--- config.mk ---
export PLATFORM = sky130hd
export DESIGN_NAME = decode
export DESIGN_NICKNAME = d
export VERILOG_FILES = /design/src/rtl/rv32_pkg.sv /design/src/rtl/imm_gen.sv /design/src/rtl/decode.sv
export SDC_FILE = /design/constraint.sdc
export NUM_CORES = 1
export LEC_CHECK = 0
export ABC_AREA = 1
export CAP_MARGIN = 0
export CORE_MARGIN = 3
export CORE_UTILIZATION = 42
export DETAILED_ROUTE_END_ITERATION = 10
export PLACE_DENSITY = 0.81
export SLEW_MARGIN = 20
export SYNTH_ARGS = -nofsm -noshare
export SYNTH_HDL_FRONTEND = slang
export SYNTH_SLANG_ARGS = --single-unit
--- constraint.sdc ---
create_clock -name clk -period 2 [get_ports clk]
set_input_delay 0.4 -clock clk [delete_from_list [all_inputs] [get_ports clk]]
set_output_delay 0.4 -clock clk [all_outputs]
set_load 0.02 [all_outputs]
--- src/rtl/rv32_pkg.sv ---
// Shared RV32I definitions: opcodes, decoded operation classes, decode-stage states
// and the source-operand usage rules.
package rv32_pkg;

    localparam logic [6:0] OP_LUI    = 7'b0110111;
    localparam logic [6:0] OP_AUIPC  = 7'b0010111;
    localparam logic [6:0] OP_JAL    = 7'b1101111;
    localparam logic [6:0] OP_JALR   = 7'b1100111;
    localparam logic [6:0] OP_BRANCH = 7'b1100011;
    localparam logic [6:0] OP_LOAD   = 7'b0000011;
    localparam logic [6:0] OP_STORE  = 7'b0100011;
    localparam logic [6:0] OP_OPIMM  = 7'b0010011;
    localparam logic [6:0] OP_OP     = 7'b0110011;
    localparam logic [6:0] OP_FENCE  = 7'b0001111;
    localparam logic [6:0] OP_SYSTEM = 7'b1110011;

    localparam logic [3:0] OPC_LUI    = 4'd0;
    localparam logic [3:0] OPC_AUIPC  = 4'd1;
    localparam logic [3:0] OPC_JAL    = 4'd2;
    localparam logic [3:0] OPC_JALR   = 4'd3;
    localparam logic [3:0] OPC_BRANCH = 4'd4;
    localparam logic [3:0] OPC_LOAD   = 4'd5;
    localparam logic [3:0] OPC_STORE  = 4'd6;
    localparam logic [3:0] OPC_OPIMM  = 4'd7;
    localparam logic [3:0] OPC_OP     = 4'd8;
    localparam logic [3:0] OPC_FENCE  = 4'd9;
    localparam logic [3:0] OPC_SYSTEM = 4'd10;
    localparam logic [3:0] OPC_ILL    = 4'd11;

    typedef enum logic [1:0] {
        ST_IDLE     = 2'd0,
        ST_WAIT_BEF = 2'd1,
        ST_DECODE   = 2'd2,
        ST_SENDING  = 2'd3
    } dec_state_t;

    function automatic logic uses_rs1(input logic [3:0] opc);
        return opc inside {OPC_JALR, OPC_BRANCH, OPC_LOAD, OPC_STORE, OPC_OPIMM, OPC_OP};
    endfunction

    function automatic logic uses_rs2(input logic [3:0] opc);
        return opc inside {OPC_BRANCH, OPC_STORE, OPC_OP};
    endfunction

    // Branches and stores have no destination; illegal words are squashed to x0.
    function automatic logic writes_rd(input logic [3:0] opc);
        return !(opc inside {OPC_BRANCH, OPC_STORE, OPC_ILL});
    endfunction

endpackage

--- src/rtl/imm_gen.sv ---
// Combinational RV32I classifier: instruction word -> sign-extended immediate,
// operation class and illegal flag.
module imm_gen
    import rv32_pkg::*;
#(
    parameter int XLEN = 32
) (
    input  logic [31:0]     instr,
    output logic [XLEN-1:0] imm,
    output logic [3:0]      opclass,
    output logic            illegal
);

    logic [31:0] i_imm, s_imm, b_imm, u_imm, j_imm, imm32;

    assign i_imm = {{20{instr[31]}}, instr[31:20]};
    assign s_imm = {{20{instr[31]}}, instr[31:25], instr[11:7]};
    assign b_imm = {{19{instr[31]}}, instr[31], instr[7], instr[30:25], instr[11:8], 1'b0};
    assign u_imm = {instr[31:12], 12'b0};
    assign j_imm = {{11{instr[31]}}, instr[31], instr[19:12], instr[20], instr[30:21], 1'b0};

    // Every valid opcode ends in 2'b11, so compressed encodings fall to the default.
    always_comb begin
        opclass = OPC_ILL;
        imm32   = '0;
        case (instr[6:0])
            OP_LUI:    begin opclass = OPC_LUI;    imm32 = u_imm; end
            OP_AUIPC:  begin opclass = OPC_AUIPC;  imm32 = u_imm; end
            OP_JAL:    begin opclass = OPC_JAL;    imm32 = j_imm; end
            OP_JALR:   begin opclass = OPC_JALR;   imm32 = i_imm; end
            OP_BRANCH: begin opclass = OPC_BRANCH; imm32 = b_imm; end
            OP_LOAD:   begin opclass = OPC_LOAD;   imm32 = i_imm; end
            OP_STORE:  begin opclass = OPC_STORE;  imm32 = s_imm; end
            OP_OPIMM:  begin opclass = OPC_OPIMM;  imm32 = i_imm; end
            OP_OP:     begin opclass = OPC_OP;     imm32 = '0;    end
            OP_FENCE:  begin opclass = OPC_FENCE;  imm32 = i_imm; end
            OP_SYSTEM: begin opclass = OPC_SYSTEM; imm32 = i_imm; end
            default:   ;
        endcase
    end

    assign illegal = (opclass == OPC_ILL);
    assign imm     = XLEN'($signed(imm32));

endmodule

--- src/rtl/decode.sv ---
// RV32I decode stage: handshakes with fetch, reads the regfile, stalls on scoreboard
// hazards and hands a registered bundle to execute.
module decode
    import rv32_pkg::*;
#(
    parameter int XLEN           = 32,
    parameter int READ_ADDR_SIZE = 32
) (
    input  logic                      clk,
    input  logic                      rst_n,
    input  logic                      startSig,
    input  logic                      interrupt_start,
    input  logic                      beforePipReadyToSend,
    input  logic                      nextPipReadyToRcv,
    input  logic [XLEN-1:0]           fetch_data,
    input  logic [READ_ADDR_SIZE-1:0] fetch_cur_pc,
    input  logic [READ_ADDR_SIZE-1:0] fetch_nxt_pc,
    output logic [4:0]                rf_rs1_addr,
    output logic [4:0]                rf_rs2_addr,
    input  logic [XLEN-1:0]           rf_rs1_data,
    input  logic [XLEN-1:0]           rf_rs2_data,
    input  logic [31:0]               wb_busy_mask,
    output logic [READ_ADDR_SIZE-1:0] dec_pc,
    output logic [READ_ADDR_SIZE-1:0] dec_nxt_pc,
    output logic [XLEN-1:0]           dec_imm,
    output logic [XLEN-1:0]           dec_rs1_val,
    output logic [XLEN-1:0]           dec_rs2_val,
    output logic [4:0]                dec_rd,
    output logic [3:0]                dec_opclass,
    output logic [2:0]                dec_funct3,
    output logic                      dec_funct7b5,
    output logic                      dec_illegal,
    output logic                      curPipReadyToRcv,
    output logic                      curPipReadyToSend
);

    dec_state_t      state;
    logic [XLEN-1:0] imm;
    logic [3:0]      opclass;
    logic            illegal;
    logic            hazard;
    logic            restart;
    logic [4:0]      rd;

    imm_gen #(.XLEN(XLEN)) u_imm_gen (
        .instr   (fetch_data[31:0]),
        .imm     (imm),
        .opclass (opclass),
        .illegal (illegal)
    );

    assign rf_rs1_addr = fetch_data[19:15];
    assign rf_rs2_addr = fetch_data[24:20];
    assign rd          = writes_rd(opclass) ? fetch_data[11:7] : 5'd0;

    // x0 is hard-wired, so a pending write to it can never block a read.
    assign hazard = (uses_rs1(opclass) && (rf_rs1_addr != 5'd0) && wb_busy_mask[rf_rs1_addr])
                 || (uses_rs2(opclass) && (rf_rs2_addr != 5'd0) && wb_busy_mask[rf_rs2_addr]);

    assign restart           = startSig | interrupt_start;
    assign curPipReadyToSend = (state == ST_SENDING) & ~interrupt_start;
    assign curPipReadyToRcv  = (state == ST_WAIT_BEF) | (curPipReadyToSend & nextPipReadyToRcv);

    always_ff @(posedge clk or negedge rst_n) begin
        if (!rst_n) begin
            state        <= ST_IDLE;
            dec_pc       <= '0;
            dec_nxt_pc   <= '0;
            dec_imm      <= '0;
            dec_rs1_val  <= '0;
            dec_rs2_val  <= '0;
            dec_rd       <= '0;
            dec_opclass  <= '0;
            dec_funct3   <= '0;
            dec_funct7b5 <= 1'b0;
            dec_illegal  <= 1'b0;
        end else if (restart) begin
            // Leaving SENDING drops the held bundle: it is never offered again.
            state <= beforePipReadyToSend ? ST_DECODE : ST_WAIT_BEF;
        end else begin
            case (state)
                ST_IDLE: ;
                ST_WAIT_BEF: begin
                    if (beforePipReadyToSend) state <= ST_DECODE;
                end
                ST_DECODE: begin
                    if (!hazard) begin
                        dec_pc       <= fetch_cur_pc;
                        dec_nxt_pc   <= fetch_nxt_pc;
                        dec_imm      <= imm;
                        dec_rs1_val  <= rf_rs1_data;
                        dec_rs2_val  <= rf_rs2_data;
                        dec_rd       <= rd;
                        dec_opclass  <= opclass;
                        dec_funct3   <= fetch_data[14:12];
                        dec_funct7b5 <= fetch_data[30];
                        dec_illegal  <= illegal;
                        state        <= ST_SENDING;
                    end
                end
                ST_SENDING: begin
                    if (nextPipReadyToRcv)
                        state <= beforePipReadyToSend ? ST_DECODE : ST_WAIT_BEF;
                end
                default: state <= ST_IDLE;
            endcase
        end
    end

endmodule
==> Word-level counts from Yosys, hierarchy flattened <==
Cells that the tools add are included.
{ "word_totals": {"input_bits": 198, "elab_cells": 72, "out_inout_bits": 186, "reg_bits": 176, "mem_bits_rw": 0, "latchBits": 0, "mem_bits_ro": 0, "n_memories": 0} }
{ "classes": {"shifts": 0, "n_addsub": 0, "magnitude_cmp": 2, "muxes": 13, "reduce_logical": 15, "div": 0, "n_eq_ne": 24, "mul": 0, "bitwise": 7} }
{ "ops": {"columns": ["op", "n"], "rows": [
  ["case mux 32 bit (5 select lines)", 1],
  ["case mux 4 bit (11 select lines)", 1],
  ["== test 7 bit, second input constant", 4],
  ["== test 7 x 6 -> 1 bit, second input constant", 3],
  ["== test 4 x 3 -> 1 bit, second input constant", 4],
  ["== test 7 x 5 -> 1 bit, second input constant", 2],
  ["< comparator 5 x 6 -> 1 bit, second input constant", 2],
  ["binary-select mux 1 bit (select 5 bit)", 2],
  ["two-way mux 2 bit", 5],
  ["nonzero test 5 bit", 2],
  ["inequality test 3 bit, second input constant", 3],
  ["== test 4 bit, second input constant", 2],
  ["== test 7 x 2 -> 1 bit, second input constant", 1],
  ["== test 7 x 4 -> 1 bit, second input constant", 1],
  ["case mux 2 bit (3 select lines)", 1],
  ["nonzero test 3 bit", 2],
  ["nonzero test 6 bit", 1],
  ["two-way mux 5 bit", 1],
  ["OR reduction 5 bit", 1],
  ["== test 2 bit, second input constant", 2],
  ["== test 4 x 2 -> 1 bit, second input constant", 1],
  ["logical AND 1 bit", 4],
  ["AND reduction 4 bit", 1],
  ["nonzero test 4 bit", 1],
  ["8 further kinds", 13]
]} }

==> Logic depth before layout (Yosys ltp) <==
Gate-level depths: netlist of run 1.
{ "depth": {"depth_word": 10, "depth_mapped": 18, "mapped_depth_nobuf": 15} }

==> Hierarchy <==
From an unflattened synthesis of run 1, not the netlist that was laid out.
{ "unflattened": {"cells_unflattened": 1120, "hier_area_um2": 8783.4} }
{ "by_module_without_submodules": {"columns": ["mod", "area_per_inst_um2", "seq_area_each_um2", "n_inst", "cells_each"], "rows": [
  ["decode", 8074.0, 4404.2, 1, 983],
  ["imm_gen", 709.4, 0.0, 1, 137]
]} }

==> Worst setup path after synthesis of run 1 <==
Ideal clock, no wire load.
{ "synth_path": {"path_kind": "input -> register", "from": "in fetch_data[15]", "to": "reg dec_imm[19]", "stages": 16, "setup_time_ps": 117, "setup_slack_ps": 103, "path_buffers": 4, "required_time_ps": 1883, "arrival_ps": 1780, "path_cell_list": "buf_4 -> inv_2 -> buf_2 -> nand2_1 -> nand3_1 -> nand3_1 -> nand3_1 -> nand2_1 -> nand2_1 -> nand3_1 -> nand2_1 -> inv_2 -> buf_2 -> buf_2 -> nand3_1 -> nand2_1"} }
{ "synth_between": {"elab_chain_len": 6, "elab_cells_between_ends": 8, "cone_classes": "mux: 2; bitwise: 1; reduce/logical: 5"} }
{ "synth_rtl": {"columns": ["element", "line_no", "source"], "rows": [
  ["from (decl)", "decode.sv:15", "input logic [XLEN-1:0] fetch_data,"],
  ["binary-select mux 1 bit (select 5 bit) / nonzero test 5 bit (equally long branches)", "decode.sv:57", "assign hazard = (uses_rs1(opclass) && (rf_rs1_addr != 5'd0) && wb_busy_mask[rf_rs1_addr])"],
  ["two-way mux 1 bit (implied by the code) / logical AND 1 bit (equally long branches)", "decode.sv:57", null],
  ["logical AND 1 bit *", "decode.sv:57", null],
  ["logical OR 1 bit *", "decode.sv:58", "|| (uses_rs2(opclass) && (rf_rs2_addr != 5'd0) && wb_busy_mask[rf_rs2_addr]);"],
  ["NOT 1 bit (no line) *", null, null],
  ["AND reduction 3 bit (no line) *", null, null],
  ["to (signal assigned)", "decode.sv:90", "dec_imm <= imm;"],
  ["to (decl)", "decode.sv:25", "output logic [XLEN-1:0] dec_imm,"]
]} }
Every way passes the cells marked *; elsewhere a longest branch is shown, timed or not. The select of a mux whose other input is x is not followed.
A chain may end at the register's enable or synchronous reset.

==> Worst setup path after layout of run 1 <==
{ "layout_path": {"from": "in wb_busy_mask[12]", "to": "reg dec_funct3[1]"} }
{ "layout_between": {"elab_chain_len": 6, "elab_cells_between_ends": 9, "cone_classes": "mux: 4; bitwise: 1; reduce/logical: 4"} }
{ "layout_rtl": {"columns": ["element", "line_no", "source"], "rows": [
  ["from (decl)", "decode.sv:22", "input logic [31:0] wb_busy_mask,"],
  ["binary-select mux 1 bit (select 5 bit) (on tied branches)", "decode.sv:57, decode.sv:58", null],
  ["two-way mux 1 bit (on tied branches)", "decode.sv:57, decode.sv:58", null],
  ["logical AND 1 bit (on tied branches)", "decode.sv:57, decode.sv:58", null],
  ["logical OR 1 bit *", "decode.sv:58", null],
  ["NOT 1 bit (no line) *", null, null],
  ["AND reduction 3 bit (no line) *", null, null],
  ["to (signal assigned)", "decode.sv:95", "dec_funct3 <= fetch_data[14:12];"],
  ["to (decl)", "decode.sv:30", "output logic [2:0] dec_funct3,"]
]} }
Marks and branches as above.

==> results.cfg, run 1 <==
[hold_path]
min_from = dec_imm[22]
hold_class = flop to flop

[clock_tree]
cts_max_level = 4
cts_tree = done
cts-buffers-inserted = 17
clockBufferDepth = 2
cts_sinks = 176
cts.clk_slew.worst_paths_ns = 0.06
cts_root_buf = clkbuf_16
clock_latency_ns = 0.42

[sta]
finalHoldViolations = 0
fin_ws_ns = 0.06780
maxSlewHeadroom_pct = 65.89
clock.fmax_mhz = 517.5
fin_tns_setup_ns = 0
finalClockSkew_ns = 0.008461
rsz0062_at_grt = yes
slew_viol_final = 0
finalCriticalPeriod_ns = 1.932
worstMarginPinSlew_ns = 0.5116
setup_viol = 0
fin_crit_sh_pct = 96.61

[cells_and_area]
nNetsFinal = 1710
fill_cells = 1509
drive_above_1_share_pct = 11.31
area_growth_pct = 66.35
layout_common_cells = 472 x nand2_1, 361 x clkdlybuf4s50_1, 229 x nand3_1
finalNonFillerCells = 1788
multi_input_area_um2 = 3500
layout_commonest_cell = nand2_1
seq_area_um2 = 4404

[global_routing]
grt_overflow_total = 0
gr-usage-all-layers_pct = 29.48
grt_max_degree = 64
grt_pass1_wl_mm = 50.54
antenna_found_initial = 2
first_global_vias = 9085

[synth]
yosysSeqAreaShare_pct = 52.16
synth.distinct_cells = 28
synth-main-ff-cell = dfrtp_1
synth-seq-cells = 176
syn_avg_cell_area_um2 = 7.841
synth-async-reset-ratio_pct = 100.0
netlist_area_um2 = 8444
syn-num-nets = 1278
yosys_warnings = 0
synth-edff-count = 0
synthCells = 1077

[floorplanning]
coreArea_um2 = 19590
fp.dieW_um = 147.8
rows = 51
io_pins = 384
fp.dieH_um = 147.8
initial_core_util_pct = 43.11
fp.dieArea_um2 = 21840

[worst_setup_path]
timing.rr.start = state[1]
path_cells = clkdlybuf4s50_1 -> nand2_1 -> nand3_1 -> nand3_1 -> nand3_1 -> nand2_1 -> nand2_1 -> nand3_1 -> nand2_2 -> inv_6 -> buf_12 -> buf_16 -> nand3_1 -> nand2_1
arrival_ns = 2.28
crit_required_ns = 2.35
cp_slowest_cell = clkdlybuf4s50_1
r2r_slack_ns = 0.17
start_kind = input pin
crit_fanout = 63
crit_type = input pin to flop
cpMostUsedCell = nand3_1
crit_path_end_kind = flop
slowest_delay_ns = 0.46
crit_start = wb_busy_mask[12]

[place]
port_buffers = 383
dpl_worst_slack_ns = -0.6316
dp_hpwl_mm = 22.99
gp_congestion = 0.9538
dp_cells = 1727

[power_and_ir_drop]
vdd.ir_drop.worst_mv = 0.6007
p_leak_nw = 7.019
powerDensity_nw_per_um2 = 1094

[detailed_routing]
first_pass_iters = 8
drc = 0
wirelength_mm = 33.37
ant_nets = 0
vias_per_cell = 5.220
drtIter0Drc = 654
vias = 9333
wl_per_cell_um = 18.66

[flow_run]
maxCapViolCount = 0

[status]
status = complete, no violations
[layout make-up]
type                    count  share of cell area (%)
well taps                 265                   2.360
clock inverters            13                   1.069
repair buffers            492                   36.15
inverters                  38                   1.069
flip-flops and latches    176                   31.35
clock buffers              18                   3.055
multi-input cells         784                   24.91
diodes                      2                 0.03563
[final timing paths]
path                                   endpoint  cells past startpoint
worst max register to register    dec_nxt_pc[3]                     11
max in group asynchronous        dec_rs2_val[0]                      3
min in group asynchronous       dec_rs2_val[11]                      2
worst max-delay path              dec_funct3[1]                     14
worst min-delay path                dec_imm[22]                      2
worst min register to register      dec_imm[22]                      2
[sequential cells by signal (all words and copies together), names as in the netlist]
signal and count:
dec_opclass 4, dec_illegal 1, dec_funct7b5 1, dec_rd 5
state 2, dec_imm 32, dec_rs1_val 32, dec_nxt_pc 32
dec_pc 32, dec_funct3 3, dec_rs2_val 32
[cell families after synthesis]
family | share of synthesized area [%]
flops | 52.16
simple gates | 37.28
buf+inv | 7.512
fa+ha+maj | 0.4446
compound gates | 2.608
[cell usage after synthesis (3+ instances only)]
master	instances	area (um2)
buf_4	18	135.1
nand3_1	234	1171
a21oi_1	3	15.01
ha_1	3	37.54
buf_2	24	120.1
buf_6	13	146.4
o211ai_1	18	135.1
dfrtp_1	176	4404
inv_1	33	123.9
nor3_1	3	15.01
clkbuf_1	22	82.58
inv_2	3	11.26
nor2_1	21	78.83
o21ai_0	8	40.04
nand2_1	479	1798
[worst max-delay path, delay by kind of cell]
| family | cells | cell delay (ns) |
|---|---|---|
| and+or+nand+nor | 10 | 0.88 |
| buffers and inverters | 4 | 0.97 |
[metal layers]
layer	vias to the layer above	share of wire [%]	GRT usage (%)	routed length (um)
met5	-	0	0	0
met4	0	3.9	11.46	1286
met3	81	8.6	7.511	2858
met2	488	50	50.45	16750
met1	4435	37	35.88	12470
li1	4329	-	-	-
[report_power, final]
part,internal (mW),switching [mW]
Clock,1.86,1.47
Sequential,4.75,0.700
Combinational,3.10,3.47
Total,9.72,5.65
[repair_timing]
| action | CTS | global route |
|---|---|---|
| endpoints found under the setup margin | 186 | 176 |
| gates resized for setup | 45 | 35 |
| cloned | 8 | 3 |
| endpoints found under the hold margin | 42 | 0 |
| hold buffers | 1 | 0 |
| buffers inserted | 12 | 4 |
| pin swaps | 12 | 16 |
[per-stage QoR]
step,cell area (um2),power [mW],hold WS (ns),util (%)
2_1_floorplan,8444,8.254,0.1044,-
3_3_place_gp,12950,11.75,0.3844,66.11
3_5_place_dp,12950,11.92,0.3862,66.11
4_1_cts,13900,15.36,0.4733,70.96
5_1_grt,14050,16.10,0.4899,71.71
6_report,14050,15.37,0.4717,71.71
Note: power is estimated with default switching activity, not from simulation.
==> inputs of run 2 (changes only) <==
--- a/config.mk
+++ b/config.mk
@@ -10,8 +10,8 @@
 export CORE_MARGIN = 3
 export CORE_UTILIZATION = 42
 export DETAILED_ROUTE_END_ITERATION = 10
-export PLACE_DENSITY = 0.81
-export SLEW_MARGIN = 20
+export PLACE_DENSITY = 0.88
+export SLEW_MARGIN = 0
 export SYNTH_ARGS = -nofsm -noshare
 export SYNTH_HDL_FRONTEND = slang
 export SYNTH_SLANG_ARGS = --single-unit
==> run 2 against run 1 <==
Sequential share of layout area shrank 0.070 points. Clock power shrank 3%. Global-route usage increased by 0.13 points. Worst hold slack worse by 0.021 ns. Register-to-register slack hardly changed. Flip-flop and latch count unchanged. Die area unchanged. Clock-buffer cell count down 1.
==> results.cfg, run 2 (synthesis results as in run 1) <==
[status]
status = complete, no violations

[clock_tree]
cts_sinks = 176
cts_tree = done
cts_max_level = 4
clockBufferDepth = 2
clock_latency_ns = 0.43
cts_root_buf = clkbuf_16
cts-buffers-inserted = 17
cts.clk_slew.worst_paths_ns = 0.07

[place]
placed_cell_area_um2 = 12910
port_buffers = 383
dpl_worst_slack_ns = -0.6294
gp_congestion = 0.9481
dp_hpwl_mm = 23.15

[worst_setup_path]
cpMostUsedCell = clkdlybuf4s50_1
path_delay_family = buffers and inverters
cp_slowest_cell = clkdlybuf4s50_1
crit_required_ns = 1.60
cp.buffers_inverters = 2
slowest_delay_ns = 0.63
crit_path_end_kind = output pin
crit_type = input pin to output pin
arrival_ns = 1.57
path_cells = clkdlybuf4s50_1 -> clkdlybuf4s50_1
crit_fanout = 3
start_kind = input pin

[detailed_routing]
drtIter0Drc = 549
first_pass_iters = 5
wirelength_mm = 33.08
ant_nets = 0
vias = 9316
vias_per_cell = 5.237
wl_per_cell_um = 18.60
drc = 0

[sta]
finalCriticalPeriod_ns = 1.967
maxSlewHeadroom_pct = 72.99
timing.hold.ws_ns = 0.4510
slew_viol_final = 0
fin_ws_ns = 0.03333
finalClockSkew_ns = 0.01174
fin_crit_sh_pct = 98.33
clock.fmax_mhz = 508.5
finalHoldViolations = 0
worstMarginPinSlew_ns = 0.4052
setup_viol = 0

[floorplanning]
fp.dieArea_um2 = 21840
initial_core_util_pct = 43.11
fp.dieH_um = 147.8
rows = 51
io_pins = 384
coreArea_um2 = 19590
fp.dieW_um = 147.8

[flow_run]
maxCapViolCount = 0

[cells_and_area]
design_area_um2 = 14080
layout_commonest_cell = nand2_1
fill_cells = 1413
drive_above_1_share_pct = 11.29
layout_common_cells = 472 x nand2_1, 338 x clkdlybuf4s50_1, 230 x nand3_1
seq_area_um2 = 4404
nNetsFinal = 1703
diodes = 0
multi_input_area_um2 = 3507
post-route-util_pct = 71.87
area_growth_pct = 66.72

[global_routing]
grt_overflow_total = 0
grt_pass1_wl_mm = 50.78
gr-usage-all-layers_pct = 29.61
first_global_vias = 9311
antenna_found_initial = 0
grt_max_degree = 48

[power_and_ir_drop]
seq_power_share_pct = 35.7
clkPwrFrac_pct = 21.2
p_comb_share_pct = 43.1
powerDensity_nw_per_um2 = 1084
p_switching_mw = 5.739
p_int_mw = 9.519
switching_share_pct = 37.61
vdd.ir_drop.worst_mv = 0.6467
p_leak_nw = 7.228

[hold_path]
hold_class = input pin to async pin
[run 2: cell types whose count changed in the layout (fill, tap and decap cells not counted), sizes merged, moves of 2 or more]
| cell | previous run | this run |
|---|---|---|
| clkdlybuf4s50 | 361 | 338 |
| diode | 2 | 0 |
| clkinv | 4 | 10 |
| dlymetal6s2s | 2 | 26 |
| buf | 106 | 99 |
| bufinv | 2 | 0 |
| dlygate4sd2 | 11 | 9 |
| clkdlybuf4s15 | 2 | 0 |
| clkinvlp | 3 | 1 |
| bufbuf | 0 | 3 |
[run 2: worst paths after layout]
check	startpoint	cells past startpoint	endpoint	slack (ns)
max	fetch_data[19]	2	rf_rs1_addr[4]	0.03
min reg2reg	dec_nxt_pc[29]	2	dec_nxt_pc[29]	0.47
min in group clk	dec_nxt_pc[29]	2	dec_nxt_pc[29]	0.47
max in group asynchronous	rst_n	3	dec_nxt_pc[28]	0.93
min	rst_n	2	dec_rs2_val[20]	0.45
max reg2reg	state[0]	10	dec_nxt_pc[23]	0.18
[run 2: cell type report]
type | count | area share, %
clock buffer | 17 | 3.022
tap | 265 | 2.355
inverter | 38 | 1.102
sequential | 176 | 31.28
timing repair buffer | 485 | 36.30
multi-input combinational | 784 | 24.91
clock inverter | 14 | 1.031
[run 2: worst reg2reg max path, delay by kind of cell, from the launching register on]
kind	cells	cell delay (ns)
DFF	1	0.43
buffers and inverters	5	0.79
and+or+nand+nor	4	0.35
adders and majority gates	1	0.15
[run 2: routing by layer]
layer  up-vias  wire length, um  GRT usage [%]
li1       4325                -              -
met1      4416            12380          35.30
met2       492            16490          50.95
met3        83             2898          7.480
met4         0             1315          12.77
met5         -                0              0
[run 2: repair_timing]
item / CTS / global route
gates cloned: 10 / 1
endpoints found under the hold margin: 34 / 0
hold buffers: 1 / 0
gates resized for setup: 48 / 62
setup endpoints to repair: 184 / 174
buffers inserted: 11 / 2
pin swaps: 11 / 5
[run 2: stage by stage]
stage	setup TNS (ns)	instances	total power, mW
detailed placement	-104.59	1725	11.92
finish	0	1779	15.26
global placement	-103.17	1725	11.69
global route	-0.0002787	1779	16.00
CTS	0	1778	15.30
floorplan	0	1077	8.254
[run 2: power groups by stage]
| stage | Sequential (mW) | Combinational (mW) | Clock [mW] |
|---|---|---|---|
| final | 5.44 | 6.58 | 3.24 |
| after global routing | 5.57 | 6.99 | 3.45 |
| after CTS | 5.42 | 6.60 | 3.28 |
| after detailed placement | 5.48 | 6.45 | 0 |
| after global placement | 5.41 | 6.29 | 0 |
| after floorplan | 6.92 | 1.34 | 0 |
